### src/rtl/cc_pkg.sv
// Shared cache-controller definitions: AXI read-burst attributes for one
// cache line, miss-request FSM states and the address type.
package cc_pkg;

  localparam int         CC_LINE_BEATS     = 8;
  localparam logic [3:0] CC_AXI_LEN_LINE   = 4'(CC_LINE_BEATS - 1);
  localparam logic [2:0] CC_AXI_SIZE_8B    = 3'b011;
  localparam logic [1:0] CC_AXI_BURST_WRAP = 2'b10;

  typedef enum logic {S_IDLE, S_AR} cc_mreq_state_t;

  typedef logic [31:0] cc_addr_t;

  // Clear the byte offset within a 64-bit beat; the WRAP burst then starts
  // on the critical word and wraps around the line.
  function automatic cc_addr_t cc_beat_align(input cc_addr_t addr);
    return {addr[31:3], 3'b000};
  endfunction

endpackage

### src/rtl/cc_miss_addr_fifo.sv
// Show-ahead miss-address FIFO. The head entry is always visible on rdata;
// a pop on an empty FIFO is ignored. Push and pop may coincide at any
// occupancy, including full, in which case the count is unchanged.
module cc_miss_addr_fifo #(
  parameter  int DEPTH  = 4,
  parameter  int DATA_W = 32,
  localparam int PTR_W  = $clog2(DEPTH)
) (
  input  logic              clk,
  input  logic              rst,
  input  logic              wren,
  input  logic [DATA_W-1:0] wdata,
  input  logic              rden,
  output logic              full,
  output logic              empty,
  output logic [PTR_W:0]    count,
  output logic [DATA_W-1:0] rdata
);

  logic [DATA_W-1:0] mem [DEPTH];
  logic [PTR_W-1:0]  wptr;
  logic [PTR_W-1:0]  rptr;
  logic [PTR_W:0]    cnt;
  logic              do_push;
  logic              do_pop;

  assign full    = (cnt == (PTR_W+1)'(DEPTH));
  assign empty   = (cnt == '0);
  assign count   = cnt;
  assign rdata   = mem[rptr];
  assign do_pop  = rden & ~empty;
  assign do_push = wren & (~full | do_pop);

  // Storage, pointers and occupancy; pointers wrap naturally at DEPTH.
  always_ff @(posedge clk) begin
    if (rst) begin
      wptr <= '0;
      rptr <= '0;
      cnt  <= '0;
      for (int i = 0; i < DEPTH; i++) mem[i] <= '0;
    end else begin
      if (do_push) begin
        mem[wptr] <= wdata;
        wptr      <= wptr + PTR_W'(1);
      end
      if (do_pop) rptr <= rptr + PTR_W'(1);
      case ({do_push, do_pop})
        2'b10:   cnt <= cnt + (PTR_W+1)'(1);
        2'b01:   cnt <= cnt - (PTR_W+1)'(1);
        default: cnt <= cnt;
      endcase
    end
  end

  // The fill stage should never pop an empty FIFO.
  assert property (@(posedge clk) disable iff (rst) !(rden && empty));

endmodule

### src/rtl/cc_miss_request_unit.sv
// Miss request unit: accepts line misses, issues one critical-word-first
// WRAP AR burst per miss and queues the miss address for the fill stage.
// A request is only accepted while a FIFO slot is free, so the push that
// follows the AR handshake can never overflow.
module cc_miss_request_unit
  import cc_pkg::*;
#(
  parameter int         FIFO_DEPTH = 4,
  parameter logic [3:0] AR_ID      = 4'd0
) (
  input  logic        clk,
  input  logic        rst,
  input  logic        miss_req_valid_i,
  input  logic [31:0] miss_req_addr_i,
  output logic        miss_req_ready_o,
  output logic [3:0]  mem_arid_o,
  output logic [31:0] mem_araddr_o,
  output logic [3:0]  mem_arlen_o,
  output logic [2:0]  mem_arsize_o,
  output logic [1:0]  mem_arburst_o,
  output logic        mem_arvalid_o,
  input  logic        mem_arready_i,
  output logic        miss_addr_fifo_empty_o,
  output logic [31:0] miss_addr_fifo_rdata_o,
  input  logic        miss_addr_fifo_rden_i
);

  localparam int PTR_W = $clog2(FIFO_DEPTH);

  cc_mreq_state_t  state_q;
  cc_mreq_state_t  state_d;
  cc_addr_t        addr_q;
  logic            accept;
  logic            fifo_push;
  logic            fifo_full;
  logic [PTR_W:0]  fifo_count;

  assign accept        = miss_req_valid_i & miss_req_ready_o;
  assign mem_arid_o    = AR_ID;
  assign mem_araddr_o  = cc_beat_align(addr_q);
  assign mem_arlen_o   = CC_AXI_LEN_LINE;
  assign mem_arsize_o  = CC_AXI_SIZE_8B;
  assign mem_arburst_o = CC_AXI_BURST_WRAP;

  // FSM state register.
  always_ff @(posedge clk) begin
    if (rst) state_q <= S_IDLE;
    else     state_q <= state_d;
  end

  // Next state and outputs: ready depends only on registered state and
  // registered occupancy, never on valid or on a same-cycle pop.
  always_comb begin
    state_d          = state_q;
    miss_req_ready_o = 1'b0;
    mem_arvalid_o    = 1'b0;
    fifo_push        = 1'b0;
    case (state_q)
      S_IDLE: begin
        miss_req_ready_o = ~fifo_full;
        if (miss_req_valid_i && !fifo_full) state_d = S_AR;
      end
      S_AR: begin
        mem_arvalid_o = 1'b1;
        if (mem_arready_i) begin
          fifo_push = 1'b1;
          state_d   = S_IDLE;
        end
      end
      default: state_d = S_IDLE;
    endcase
  end

  // Miss address is captured at accept and held stable through the AR phase.
  always_ff @(posedge clk) begin
    if (rst)         addr_q <= '0;
    else if (accept) addr_q <= miss_req_addr_i;
  end

  cc_miss_addr_fifo #(
    .DEPTH  (FIFO_DEPTH),
    .DATA_W (32)
  ) u_fifo (
    .clk   (clk),
    .rst   (rst),
    .wren  (fifo_push),
    .wdata (addr_q),
    .rden  (miss_addr_fifo_rden_i),
    .full  (fifo_full),
    .empty (miss_addr_fifo_empty_o),
    .count (fifo_count),
    .rdata (miss_addr_fifo_rdata_o)
  );

  // Occupancy can never exceed the number of slots.
  assert property (@(posedge clk) disable iff (rst) 32'(fifo_count) <= FIFO_DEPTH);

endmodule

### config.mk
export PLATFORM = sky130hd
export DESIGN_NAME = cc_miss_request_unit
export DESIGN_NICKNAME = d
export VERILOG_FILES = /design/src/rtl/cc_pkg.sv /design/src/rtl/cc_miss_addr_fifo.sv /design/src/rtl/cc_miss_request_unit.sv
export SDC_FILE = /design/constraint.sdc
export NUM_CORES = 1
export LEC_CHECK = 0
export ABC_AREA = 1
export BUFFER_PORTS_ARGS = -buffer_cell sky130_fd_sc_hd__buf_2
export CORE_ASPECT_RATIO = 1.4
export CORE_MARGIN = 5
export CORE_UTILIZATION = 35
export DETAILED_ROUTE_END_ITERATION = 7
export SLEW_MARGIN = 40
export SYNTH_ARGS = -nofsm -noshare
export SYNTH_HDL_FRONTEND = slang
export SYNTH_SLANG_ARGS = --single-unit
### constraint.sdc
create_clock -name clk -period 6.4 [get_ports clk]
set_input_delay 0 -clock clk [delete_from_list [all_inputs] [get_ports clk]]
set_output_delay 0 -clock clk [all_outputs]
set_load 0.02 [all_outputs]
# After elaboration in Yosys (flattened, before gate mapping)
# Memories as Yosys holds them, arrays and structs flattened. A register that Yosys moved wholly into a read port is not among the register bits.
# Index checks and enable logic that the tools add are counted.
# word_totals
reg_bits,40
mem_bits_rw,128
memories,1
# memory_table
name,words,width,read_ports,rd_clocked_by_memory_dff,wr,line,text
u_fifo.mem,4,32,1,1,4,cc_miss_addr_fifo.sv:20,logic [DATA_W-1:0] mem [DEPTH];
# op_classes
addsub,4
n_eq_ne,3
muxes,18
n_bitwise,7
n_reduce_logical,5
# ops
operator,count
$mux W32,1
$reduce_or A32 Y1,1
$mux W1,12
$mux W2,3
$pmux W3 S2,1
$add A2 B1 Y2 const B,2
$add A3 B1 Y3 const B,1
$and A1 B1 Y1,3
$eq A3 B3 Y1 const B,1
$logic_not A3 Y1,1
$not A1 Y1,3
$sub A3 B1 Y3 const B,1
$eq A2 B1 Y1 const B,1
$eq A2 B2 Y1 const B,1
$pmux W1 S2,1
$reduce_bool A2 Y1,1
$logic_and A1 B1 Y1,1
$logic_not A1 Y1,1
$or A1 B1 Y1,1

# Logic depth before layout (Yosys ltp)
# depth
depth_word,10
ltp_mapped,12

# Hierarchy
# From an unflattened synthesis, not the netlist that was laid out.
# unflattened
cells_unflattened,842
hier_area_um2,8414.3
# by_module_without_submodules
module,n_inst,cells_each,area_per_inst_um2
cc_miss_addr_fifo,1,577,6399.9
cc_miss_request_unit,1,265,2014.4

# Least setup slack after synthesis
# No wires, ideal clock.
# synth_timing
kind,reg-to-reg
startpoint,reg state_q
endpoint,"mem u_fifo.mem[0][0], enable pin"
t_arrival_ns,3.149
required_time_ns,5.934
path_slack_ns,2.785
path_stages_with_launch,5
synth_period_minus_slack_ns,3.615
path_cell_list,dfxtp_1 -> nand2_1 -> clkinv_2 -> nand4_4 -> o21ai_0
# synth_rtl
item,line,text
start: declaration,cc_miss_request_unit.sv:30,cc_mreq_state_t state_q;
start signal: assignment,cc_miss_request_unit.sv:48,else state_q <= state_d;
end: declaration,cc_miss_addr_fifo.sv:20,

==> flow_summary.json <==
{
  "drtAntennaViolNets": 0,
  "worst_pin_slew_ps": 702,
  "dr_total_vias": 5550,
  "drc": 0,
  "postCtsSetupBuffers": 0,
  "post-route-period-util": 0.366,
  "ys_ff_latch": 170,
  "synth_top_family_by_area": "simple AND/OR/NAND/NOR gates",
  "numPortBuffers": 100,
  "layout_common_cells": "137 x nor2_1, 128 x edfxtp_1, 100 x buf_2",
  "fill_cells": 2171,
  "drv_cap": 0,
  "place_hpwl_um": 12000,
  "diodes": 0,
  "area_delta_synth_final_pct": 17.9,
  "dr.pass1.iters": 4,
  "grt_pass1_vias": 5667,
  "synth.distinct_cells": 27,
  "antenna_found_initial": 0,
  "tns_ps": 0,
  "setup_viol": 0,
  "synth_fa_ha_area_frac": 0.00414,
  "clock-sinks": 170,
  "required_ps": 6500,
  "dp.cells": 1112,
  "syn_inst": 780,
  "wl_per_cell_um": 15.8,
  "synth_compound_area_frac": 0.0970,
  "p_leak_nw": 3.45,
  "ir_drop_uv": 167,
  "place_ws_ps": 3530,
  "drive_above_1_share": 0.246,
  "holdWs_ps": 126,
  "multiInputGateArea_um2": 2330,
  "cts_repair_resize_count": 0,
  "gp_congestion": 0.814,
  "viasPerCell": 4.71,
  "status": "finished clean",
  "start_util": 0.351,
  "postLayoutSetupSlackWorst_ps": 4060,
  "powerDensity_nw_per_um2": 338,
  "h-tree-depth": 4,
  "avgSynthCellArea_um2": 10.1,
  "endpoint_kind": "flop",
  "final-seq-area_um2": 4690,
  "final_common_cell": "nor2_1",
  "nNetsFinal": 904,
  "worst-setup-path-type": "reg2reg",
  "cts.path.max_buffers": 2,
  "fmax_ghz": 0.427,
  "synth_xor_area_frac": 0,
  "grt_overflow": 0,
  "grt_pass1_wl_um": 29900,
  "fp.dieH_um": 187,
  "synthSimpleGateAreaFrac": 0.185,
  "arrival_ps": 2440,
  "synthMuxAreaShare": 0,
  "grt_max_degree": 66,
  "drtIter0Drc": 433,
  "cts_made_buffers": 17,
  "period_needed_ps": 2340,
  "die_w_um": 137,
  "routed_wl_um": 18700,
  "synth_warnings": 0,
  "cp-start-kind": "flop",
  "ioPinCount": 117,
  "seq_area_frac_synth": 0.596,
  "grtUsageTotal": 0.151,
  "cts_tree": "done",
  "final_core_util": 0.414,
  "rows": 65,
  "crit_fanout": 18,
  "finalHoldViolCount": 0,
  "skew_ps": 8.84,
  "core_um2": 22400,
  "grt_setup_unrepaired": "false",
  "clk_latency_ps": 420,
  "dieArea_um2": 25600,
  "clk_pin_slew_ps": 70,
  "hold_path_class": "in2reg",
  "clockRootBuffer": "clkbuf_16",
  "fin_cells": 1179,
  "slew_headroom": 0.532,
  "syn-cell-area_um2": 7860,
  "final_max_slew_viol_count": 0
}
worst max-delay path: stages, from the launching register on:
cell     delay, ps
dfxtp_1        350
nor2_4         190
nand3_4        120
nand3_4        230
buf_12         240
nor2_1          90
nor2_4         410
buf_4          370
sequential cells by signal, summed over array words and instances, names as in the netlist, named ones only:
signal and count:
u_fifo.mem 128, addr_q 32, u_fifo.count 3, u_fifo.rptr 2, u_fifo.wptr 2, state_q 1
through the flow:
| stage | cell area, um2 | power, mW |
|---|---|---|
| after CTS | 9240 | 3.17 |
| after global routing | 9260 | 3.30 |
| after global placement | 8270 | 2.17 |
| after detailed placement | 8340 | 2.18 |
| after floorplan | 7910 | 1.93 |
| final | 9260 | 3.13 |
power by group:
| part | internal, mW | switching, mW | leakage, nW | total, mW |
|---|---|---|---|---|
| Combinational | 0.245 | 0.603 | 1.51 | 0.847 |
| Clock | 0.542 | 0.432 | 0.268 | 0.975 |
| Sequential | 1.27 | 0.0463 | 1.67 | 1.31 |
| Total | 2.05 | 1.08 | 3.45 | 3.13 |
worst paths after layout:
kind	slack (ps)	from	end	depth (start not counted)
max	4060	u_fifo.count[0]$_SDFFE_PP0P_	u_fifo.mem[3][10]$_DFFE_PP_	7
max reg2reg	4060	u_fifo.count[0]$_SDFFE_PP0P_	u_fifo.mem[3][10]$_DFFE_PP_	7
min	130	rst	addr_q[16]$_SDFFE_PP0P_	2
min reg2reg	470	addr_q[1]$_SDFFE_PP0P_	addr_q[1]$_SDFFE_PP0P_	2
logic make-up after synthesis:
group	Yosys count
AND/OR/NAND/NOR	286
buffers and inverters	178
flip-flops	170
AO/OA/AOI/OAI	142
adder cells (fa/ha/maj)	2
other	2
repair_timing:
action / 4_1_cts / 5_1_grt
hold endpoints to repair: 37 / 0
hold buffers: 34 / 0
endpoints found under the setup margin: 0 / 0
synth_stat cells (all sizes together):
cell type  instances  share of area
nor2             167           0.11
edfxtp           128           0.49
inv               82          0.039
o21ai             73          0.047
buf               62          0.061
nand2             48          0.023
dfxtp             42           0.11
a21oi             37          0.025
nand3             37          0.027
clkbuf            33          0.016
nor3              32          0.020
o22ai             32          0.025
conb               2        0.00096
clkinv             1        0.00064
fa                 1         0.0025
ha                 1         0.0016
nand4              1         0.0027
or2                1        0.00080
area by class of cell:
class | instances | share of cell area
sequential | 170 | 0.506
multi-input combinational | 446 | 0.252
timing repair buffer | 147 | 0.106
clock buffer | 17 | 0.0459
tap | 301 | 0.0407
inverter | 83 | 0.0340
clock inverter | 15 | 0.0150
layer usage:
metal,up-vias,track usage,routed length (um)
li1,2731,-,-
met1,2643,0.183,7750
met2,139,0.260,9540
met3,37,0.0274,848
met4,0,0.0636,549
met5,-,0,0
No activity file was read; power rests on OpenSTA's default activity.
